## src/rtl/fp_add_pipe.sv

```systemverilog
// fp_add_pipe: three-stage pipelined floating-point adder/subtractor.
//
// Word format is {sign, exponent[EXP_W], mantissa[MAN_W]}, hidden leading one,
// exponent 0 treated as zero, truncation rounding, no NaN/Inf handling.
//
// Stages:
//   S1  unpack, magnitude compare, select the larger operand, exponent difference
//   S2  align the smaller significand and add/subtract
//   S3  normalise, detect zero/overflow, pack into the output register
//
// Ports:
//   MAIN_CLK   clock, all state on the rising edge
//   RST        synchronous active-high reset
//   in_valid   operand pair presented
//   in_ready   pair accepted this cycle
//   a, b       operands
//   sub        1: a-b, 0: a+b
//   out_valid  result valid
//   out_ready  downstream accepts the result
//   ab         result word
//   ovf        overflow flag, qualified by out_valid
module fp_add_pipe #(
    parameter int EXP_W     = 8,
    parameter int MAN_W     = 23,
    parameter int MAX_SHIFT = 14
) (
    input  logic                     MAIN_CLK,
    input  logic                     RST,
    input  logic                     in_valid,
    output logic                     in_ready,
    input  logic [EXP_W+MAN_W:0]     a,
    input  logic [EXP_W+MAN_W:0]     b,
    input  logic                     sub,
    output logic                     out_valid,
    input  logic                     out_ready,
    output logic [EXP_W+MAN_W:0]     ab,
    output logic                     ovf
);

    localparam int W       = 1 + EXP_W + MAN_W;
    localparam int SIG_W   = MAN_W + 2;
    localparam int EXP_MAX = (1 << EXP_W) - 1;
    localparam logic [EXP_W-1:0] SHIFT_LIMIT = EXP_W'(MAX_SHIFT);

    // ------------------------------------------------------------------
    // Flow control: the whole pipe advances together.
    // ------------------------------------------------------------------
    logic adv;
    logic out_valid_reg;

    assign adv = !out_valid_reg | out_ready;
    // Anything presented while RST is high is flushed by the reset itself,
    // so the input side can advertise ready throughout reset.
    assign in_ready = adv | RST;

    // ------------------------------------------------------------------
    // S1: unpack / compare / select
    // ------------------------------------------------------------------
    logic             b_sign;
    logic             a_larger;
    logic [W-2:0]     big_mag;
    logic [W-2:0]     small_mag;
    logic             big_sign;
    logic             eff_sub;
    logic [EXP_W-1:0] exp_diff;
    logic             pass_next;

    always_comb begin
        b_sign    = b[W-1] ^ sub;
        // {exponent, mantissa} compares as an unsigned magnitude: exponent
        // first, mantissa on a tie.
        a_larger  = (a[W-2:0] >= b[W-2:0]);
        big_mag   = a_larger ? a[W-2:0] : b[W-2:0];
        small_mag = a_larger ? b[W-2:0] : a[W-2:0];
        big_sign  = a_larger ? a[W-1] : b_sign;
        eff_sub   = a[W-1] ^ b_sign;
        exp_diff  = big_mag[W-2:MAN_W] - small_mag[W-2:MAN_W];
        // Small operand is zero, or too far below to be aligned: the larger
        // operand goes through untouched.
        pass_next = (small_mag[W-2:MAN_W] == '0) || (exp_diff > SHIFT_LIMIT);
    end

    logic             s1_valid_reg;
    logic             s1_sign_reg;
    logic             s1_eff_sub_reg;
    logic             s1_pass_reg;
    logic [EXP_W-1:0] s1_exp_reg;
    logic [MAN_W-1:0] s1_big_man_reg;
    logic [MAN_W-1:0] s1_small_man_reg;
    logic [EXP_W-1:0] s1_diff_reg;

    // ------------------------------------------------------------------
    // S2: align and add/subtract
    // ------------------------------------------------------------------
    logic [SIG_W-1:0] sig_big;
    logic [SIG_W-1:0] sig_small;
    logic [SIG_W-1:0] sum_next;

    always_comb begin
        // Top bit is headroom for the addition carry.
        sig_big   = {2'b01, s1_big_man_reg};
        sig_small = {2'b01, s1_small_man_reg} >> s1_diff_reg;
        sum_next  = s1_eff_sub_reg ? (sig_big - sig_small) : (sig_big + sig_small);
    end

    logic             s2_valid_reg;
    logic             s2_sign_reg;
    logic             s2_eff_sub_reg;
    logic             s2_pass_reg;
    logic [EXP_W-1:0] s2_exp_reg;
    logic [MAN_W-1:0] s2_big_man_reg;
    logic [SIG_W-1:0] s2_sum_reg;

    // ------------------------------------------------------------------
    // S3: normalise and pack
    // ------------------------------------------------------------------
    int               lead;
    int               lz;
    int               exp_norm;
    logic [MAN_W-1:0] man_norm;
    logic             res_zero;
    logic [W-1:0]     ab_next;
    logic             ovf_next;

    always_comb begin
        // Leading-one position over the low MAN_W+1 bits; the subtract
        // result never sets the carry bit because the larger magnitude is
        // always the minuend.
        lead = 0;
        for (int i = 0; i <= MAN_W; i++) begin
            if (s2_sum_reg[i]) begin
                lead = i;
            end
        end
        lz = MAN_W - lead;

        res_zero = 1'b0;
        exp_norm = int'(s2_exp_reg);
        man_norm = s2_sum_reg[MAN_W-1:0];
        if (s2_eff_sub_reg) begin
            exp_norm = int'(s2_exp_reg) - lz;
            // Shifting only the stored bits drops the leading one past the top.
            man_norm = s2_sum_reg[MAN_W-1:0] << lz;
            res_zero = (s2_sum_reg == '0) || (exp_norm <= 0);
        end else if (s2_sum_reg[SIG_W-1]) begin
            exp_norm = int'(s2_exp_reg) + 1;
            man_norm = s2_sum_reg[MAN_W:1];
        end

        ab_next  = '0;
        ovf_next = 1'b0;
        if (!s2_valid_reg) begin
            ab_next = '0;
        end else if (s2_pass_reg) begin
            ab_next = {s2_sign_reg, s2_exp_reg, s2_big_man_reg};
        end else if (res_zero) begin
            ab_next = '0;
        end else if (exp_norm >= EXP_MAX) begin
            ab_next  = {s2_sign_reg, {EXP_W{1'b1}}, {MAN_W{1'b0}}};
            ovf_next = 1'b1;
        end else begin
            ab_next = {s2_sign_reg, EXP_W'(exp_norm), man_norm};
        end
    end

    logic [W-1:0] ab_reg;
    logic         ovf_reg;

    // ------------------------------------------------------------------
    // Valid bits and output register (reset)
    // ------------------------------------------------------------------
    always_ff @(posedge MAIN_CLK) begin
        if (RST) begin
            s1_valid_reg  <= 1'b0;
            s2_valid_reg  <= 1'b0;
            out_valid_reg <= 1'b0;
            ab_reg        <= '0;
            ovf_reg       <= 1'b0;
        end else if (adv) begin
            s1_valid_reg  <= in_valid;
            s2_valid_reg  <= s1_valid_reg;
            out_valid_reg <= s2_valid_reg;
            ab_reg        <= ab_next;
            ovf_reg       <= ovf_next;
        end
    end

    // ------------------------------------------------------------------
    // Datapath stage registers (qualified by the valid bits, no reset)
    // ------------------------------------------------------------------
    always_ff @(posedge MAIN_CLK) begin
        if (adv) begin
            s1_sign_reg      <= big_sign;
            s1_eff_sub_reg   <= eff_sub;
            s1_pass_reg      <= pass_next;
            s1_exp_reg       <= big_mag[W-2:MAN_W];
            s1_big_man_reg   <= big_mag[MAN_W-1:0];
            s1_small_man_reg <= small_mag[MAN_W-1:0];
            s1_diff_reg      <= exp_diff;

            s2_sign_reg      <= s1_sign_reg;
            s2_eff_sub_reg   <= s1_eff_sub_reg;
            s2_pass_reg      <= s1_pass_reg;
            s2_exp_reg       <= s1_exp_reg;
            s2_big_man_reg   <= s1_big_man_reg;
            s2_sum_reg       <= sum_next;
        end
    end

    assign out_valid = out_valid_reg;
    assign ab        = ab_reg;
    assign ovf       = ovf_reg;

endmodule

```

## config.mk

```make
export PLATFORM = sky130hd
export DESIGN_NAME = fp_add_pipe
export DESIGN_NICKNAME = d
export VERILOG_FILES = /design/src/rtl/fp_add_pipe.sv
export SDC_FILE = /design/constraint.sdc
export NUM_CORES = 1
export LEC_CHECK = 0
export ABC_AREA = 0
export CORE_MARGIN = 4
export CORE_UTILIZATION = 54
export DETAILED_ROUTE_END_ITERATION = 10
export PLACE_DENSITY = 0.9
export REMOVE_ABC_BUFFERS = 1
export SKIP_CTS_REPAIR_TIMING = 1
export SYNTH_ARGS = -nofsm -noshare
export SYNTH_HDL_FRONTEND = slang
export SYNTH_SLANG_ARGS = --single-unit
```

## constraint.sdc

```tcl
create_clock -name MAIN_CLK -period 5.9 [get_ports MAIN_CLK]
set_input_delay 0.885 -clock MAIN_CLK [delete_from_list [all_inputs] [get_ports MAIN_CLK]]
set_output_delay 0.885 -clock MAIN_CLK [all_outputs]
set_load 0.01 [all_outputs]
```

==> results.md <==
- The hold violation count in the final report is 0.
- The synthesized design contains 160 register bits.
- The count of nets left with antenna violations once routing finished came out at 0.
- After global routing the overflow that remains totals 0.
- The sequential element share of the synthesized area is 34.4%.
- TritonCTS created 17 clock buffers.
- Summing all non-filler instances in the final layout gives an area of 15000 µm².
- Summed over all layers, the routed wires come to 37000 µm.
- The first global-routing pass estimated 58200 µm of wire.
- Routability-driven placement finished with a final weighted congestion of 0.954.
- The CTS clock-pin slew for the worst setup and hold paths is 0.07 ns.
- The worst-case IR drop observed on VDD is 0.234 mV.
- TritonCTS built the clock tree.
- The start-to-end type of the worst setup path is reg -> reg.
- The endpoint of the worst setup timing path is s2_sum_reg[24]$_DFFE_PP_.
- The endpoint identified for the worst register-to-register timing path is s2_sum_reg[24]$_DFFE_PP_.
- Counting distinct cell types in the post-synthesis netlist gives 93.
- The worst-case reg-to-reg path depth is 21.
- The routed design could run at a clock period as short as 5.57 ns.
- For this design the top-level I/O count stands at 104.
- The count of antenna diodes in the layout is 0.
- The height of the die is 163 µm.
- The critical path endpoint category is a flop.
- For this design the static power due to leakage is 0.00581 µW.
- Setup repair after global routing left no endpoint under its margin.
- The proportion of synthesized area in mux cells is 12.1%.
- The average wire per standard cell is 20.3 µm.
- The count of non-filler cells in the finished layout is 1821.
- The required time reported for the critical path endpoint is 6.08 ns.
- Clock latency on the worst-skew pair, taken at its later pin, is 0.44 ns.
- The max-slew violation count is 0.
- The combinational family with the most area after synthesis is compound AO/OA/AOI/OAI gates.
- The fraction of the mapped netlist area in compound gates is 21.2%.
- The internal power of the cells totals 3700 µW.
- The number of placement rows is 56.
- The global routing usage summed across all routing layers is 27.5%.
- The net switching fraction of the power is 43.8%.
- The number of DRC violations after detailed routing is 0.
- The most instantiated flip-flop cell in the synthesis netlist is edfxtp_1.
- The most critical setup path has its startpoint at s1_diff_reg[7]$_DFFE_PP_.
- The synthesized-area fraction occupied by xor and xnor cells is 3.32%.
- Setup violations remaining at the end of the flow were counted as 0.
- After synthesis, the mean cell area works out to 9.26 µm².
- Per report_power, the sequential group accounts for 27.9% of the total.
- The number of I/O port buffers is 103.
- The power per cell area is 439 nW/µm².
- The root buffer cell is clkbuf_16.
- After synthesis, the share of flip-flops with an asynchronous set or reset is 0%.
- The worst register-to-register path has a setup slack of 0.33 ns.
- The instance area after placement is 14300 µm².
- At the pin with the least slew margin, the transition time is 0.954 ns.
- The total negative slack is 0 ns.
- The proportion of power drawn by the clock network is 17.5%.
- The number of enable flip-flop cells after synthesis is 124.
- The analysis attributes to net switching a power of 2880 µW.
- The initial standard-cell utilization of the core is 55.0%.
- The core region is 23500 µm².
- For this run, the post-layout net count is 1636.
- The area enclosed by the die boundary is 26500 µm².
- The horizontal die dimension is 163 µm.
- Once placement completed, the tool counted placed cells totaling 1786.
- Dividing the final minimum period by the clock period gives 94.4%.
- The clock arrives with 0.00969 ns of skew.
- After Yosys synthesis, full adders, half adders and majority gates account for 7.67% of the synthesized area.
- In this run the deepest clock path goes through 2 buffers.
- The tightest min-delay check is of the reg -> reg type.
- The via count of the first global-routing pass was 11000.
- The startpoint type of the worst setup path is a flop.
- The area added between synthesis and finish is 16.2%.
- The number of antenna violations at the first check in global routing is 0.
- The peak clock frequency supported by timing is 179 MHz.
- The starting DRC count in detailed routing is 1105.
- The tool flagged a number of max-cap violations equal to 0.
- In this run the worst path has a maximum fanout of 11.
- The worst pin sits at a relative slew slack of 36.4%.
- The count of TritonRoute iterations in the first routing pass is 6.
- The completed layout was analyzed and its total power is 6580 µW.
- The reg-to-reg startpoint is s1_diff_reg[7]$_DFFE_PP_.
- The cell count after synthesis is 1395.
- Detailed placement ended at an HPWL of 28500 µm.
- During synthesis, Yosys emitted a total of 0 warnings.
- The register with the most flip-flops in the layout has 32 of them.
- Entering global routing, the biggest net connects 72 pins.
- CTS saw 160 sinks.
- The H-tree depth is 4.
- The logic gate share of total power is 54.6%.
- The area of the mapped netlist is 12900 µm².
- For this run, the share of the core covered by cells in the final layout is 63.9%.
- The final route contains 11600 vias.
- The layout cell share with drive strength beyond 1 is 11.7%.
- STA puts the critical path data arrival time at 5.76 ns.
- The run finished with clean final reports.
- After detailed routing, the number of vias per cell comes to 6.39.
- The basic-gate share of the synthesized area counting and, or, nand and nor cells is 16.5%.
==> cell usage in the layout, fill, tap and decap left out, drive strengths merged, types with 12 or more instances in the layout <==
master,n
ha,76
nor2b,23
edfxtp,124
a31oi,16
a21oi,78
o221ai,14
or2,14
nor4,15
o21ai,118
inv,74
dfxtp,36
clkbuf,18
buf,48
mux2i,79
nand4,15
a22oi,24
clkdlybuf4s50,103
xor2,18
nand2,124
mux4,16
nand3,27
nor2,104
and2,13
mux2,36
o21a,12
xnor2,31
a21o,14
nand2b,17
nor3,32
==> metal layers <==
metal | up-vias | GRT usage (%) | part of all wire, %
met4 | 0 | 11.3 | 4.0
met5 | - | 0 | 0
met1 | 5494 | 35.8 | 41
li1 | 5481 | - | -
met2 | 562 | 46.4 | 48
met3 | 101 | 3.82 | 7.3
==> critical path: stages (launching register included) <==
cell      delay, ns
edfxtp_1       0.53
or3_1          0.58
o22ai_1        0.37
a32oi_1        0.18
o221a_2        0.32
ha_1           0.29
nor2_1         0.09
a21o_1         0.13
inv_1          0.06
fa_1           0.42
nand2b_1       0.17
a21oi_1        0.34
o211ai_1       0.20
a31oi_1        0.25
and2_1         0.19
o21ai_0        0.08
nor4b_2        0.17
buf_4          0.15
o21ai_0        0.33
nor3_1         0.10
o211ai_1       0.26
xnor2_1        0.10
==> stage by stage <==
step,hold WS (ns),worst slack (ns)
after detailed placement,0.405,0.112
after CTS,0.414,0.102
after floorplan,0.400,-0.602
final,0.414,0.328
after global routing,0.424,0.0194
after global placement,0.402,0.259
==> area by class of cell <==
class	instances	area [µm²]
flip-flops and latches	160	4440
fillers	1877	8470
multi-input cells	1089	7870
repair buffers	151	1420
well taps	319	399
clock buffers	18	439
clock inverters	14	173
inverters	70	265
==> cells by family after synthesis <==
kind of cell               count (synthesis)
adders and majority gates                 78
DFF                                      160
AOI/OAI and AO/OA                        405
xor gates and xnor gates                  49
muxes                                    131
and+or+nand+nor                          426
buffers and inverters                    146
==> synth_stat cells, types with 23 or more instances <==
library cell | n | area share [%]
inv_1 | 65 | 1.9
ha_1 | 76 | 7.4
nand3_1 | 27 | 1.0
nor2b_1 | 23 | 1.1
dfxtp_1 | 36 | 5.6
xnor2_1 | 31 | 2.1
nor2_1 | 102 | 3.0
nand2_1 | 123 | 3.6
a22oi_1 | 24 | 1.4
mux2_2 | 36 | 3.1
o21ai_0 | 112 | 4.3
mux2i_1 | 79 | 6.1
nor3_1 | 31 | 1.2
a21oi_1 | 78 | 3.0
clkbuf_1 | 44 | 1.3
edfxtp_1 | 124 | 29
==> power by group through the flow <==
stage	Sequential, µW	Combinational, µW	Clock, µW
3_5_place_dp	1850	3450	0
4_1_cts	1830	3490	1150
2_1_floorplan	1820	2480	0
3_3_place_gp	1830	3380	0
6_report	1840	3600	1150
5_1_grt	1860	3900	1210
==> worst min-delay path by stage <==
stage,from,end,slack (ns),cells after the start
final,s1_exp_reg[6]$_DFFE_PP_,s2_exp_reg[6]$_DFFE_PP_,0.41,0
after global routing,s1_exp_reg[6]$_DFFE_PP_,s2_exp_reg[6]$_DFFE_PP_,0.42,0
after CTS,s1_pass_reg$_DFFE_PP_,s2_pass_reg$_DFFE_PP_,0.41,0
after detailed placement,s1_pass_reg$_DFFE_PP_,s2_pass_reg$_DFFE_PP_,0.40,0
after global placement,s1_sign_reg$_DFFE_PP_,s2_sign_reg$_DFFE_PP_,0.40,0
after floorplan,s1_exp_reg[0]$_DFFE_PP_,s2_exp_reg[0]$_DFFE_PP_,0.40,0
Power figures use the tool's default switching activity.
==> edit (same settings) <==
Register the output `ovf` once more; this adds one clock of latency there. The other outputs are not delayed to match.
--- a/src/rtl/fp_add_pipe.sv
+++ b/src/rtl/fp_add_pipe.sv
@@ -211,3 +211,5 @@
     assign ab        = ab_reg;
-    assign ovf       = ovf_reg;
+    always_ff @(posedge MAIN_CLK) begin
+        ovf <= ovf_reg;
+    end
 
Behaviour: not the same (Yosys sat finds a counterexample within 4 cycles, from zero or initial values and one cycle with RST high).
==> edit against the original RTL <==
- first-iteration DRC count rose by 7.2%
- sequential cell count up 1
- total power down 0.92%
- worst setup slack gained 0.016 ns
- synthesized area is 0.16% higher
- via count is 1.2% higher
- routed wire length rose by 1.7%
- cell area up 0.30%
- largest power group unchanged
- highest routed layer unchanged
==> edit: results <==
power:
  leakagePower_nw: 5.84
  vdd_drop_max_mv: 0.240
critical_path:
  crit_path_max_fanout: 7
  critical_path.top_delay_family: "simple AND/OR/NAND/NOR gates"
  slowest_delay_ns: 0.51
  cp.arrival_ns: 5.74
  critPathSlowestCell: "edfxtp_1"
status:
  status: "finished clean"
drt:
  vias: 11800
  dr.pass1.iters: 5
  drt-met1-wl_mm: 14.9
  dr_wl_met3_mm: 2.93
  drt-initial-drc-count: 1185
  wl_mm: 37.6
  wl_met2_mm: 18.2
grt:
  grt_pass1_vias: 11300
  grt_util_all_layers_pct: 28.2
  grt_pass1_wl_mm: 59.6
synthesis:
  ys_seq_area_share_pct: 34.5
  postSynthCellCount: 1396
  ys_top_cells_by_area: "edfxtp_1 29%, ha_1 7.4%, mux2i_1 6.1%, dfxtp_1 5.7%, o21ai_0 4.3%"
final_layout:
  fill_cells: 1925
  fin_nets: 1646
  drive_above_1_share_pct: 12.2
sta:
  fin_skew_ns: 0.0118
  worst_pin_slew_ns: 0.969
hold_path:
  hold_class: "flop to flop"
placement:
  place_congestion: 1.01
clock_network:
  cts_buffers: 17
edit: through the flow:
step           area (sq um)  util, %  worst slack, ns  cells  power [W]
6_report              15000     63.9            0.344   1831    0.00652
2_1_floorplan         12600        -           -0.602   1320    0.00430
4_1_cts               14900     63.5           0.0845   1819    0.00642
5_1_grt               15000     63.9        -0.000273   1831    0.00694
3_5_place_dp          14400     61.0            0.115   1787    0.00531
3_3_place_gp          14400     61.0            0.348   1787    0.00521
edit: path summary, 6_finish.rpt:
path | start | end | slack, ns | cells past startpoint
setup / recovery | s1_diff_reg[2] | s2_sum_reg[24] | 0.34 | 23
hold reg to reg | ovf_reg | ovf | 0.36 | 0
hold / removal | ovf_reg | ovf | 0.36 | 0
setup reg to reg | s1_diff_reg[2] | s2_sum_reg[24] | 0.34 | 23
edit: cell type report:
cell class	instances	share of cell area (%)
clock inverter	15	1.02
clock buffer	17	2.83
sequential	161	29.7
multi-input combinational	1089	52.3
tap	319	2.65
timing repair buffer	160	9.78
inverter	70	1.76
edit: logic make-up after synthesis:
family                     Yosys count  share of synthesized area, %
xor gates and xnor gates            49                          3.32
DFF                                161                          34.5
and+or+nand+nor                    426                          16.5
adders and majority gates           78                          7.66
buffers and inverters              146                          4.80
muxes                              131                          12.0
AOI/OAI and AO/OA                  405                          21.2
edit: per-layer routing:
layer  GRT usage (%)  vias up
li1                -     5490
met1            36.2     5565
met2            47.5      604
met3            4.00      113
met4            12.5        0
met5               0        -
edit: power by group:
group          total [W]  internal (W)  switching [W]
sequential       0.00187       0.00153       0.000337
combinational    0.00355       0.00152        0.00203
clock            0.00110      0.000566       0.000530
total            0.00652       0.00362        0.00290
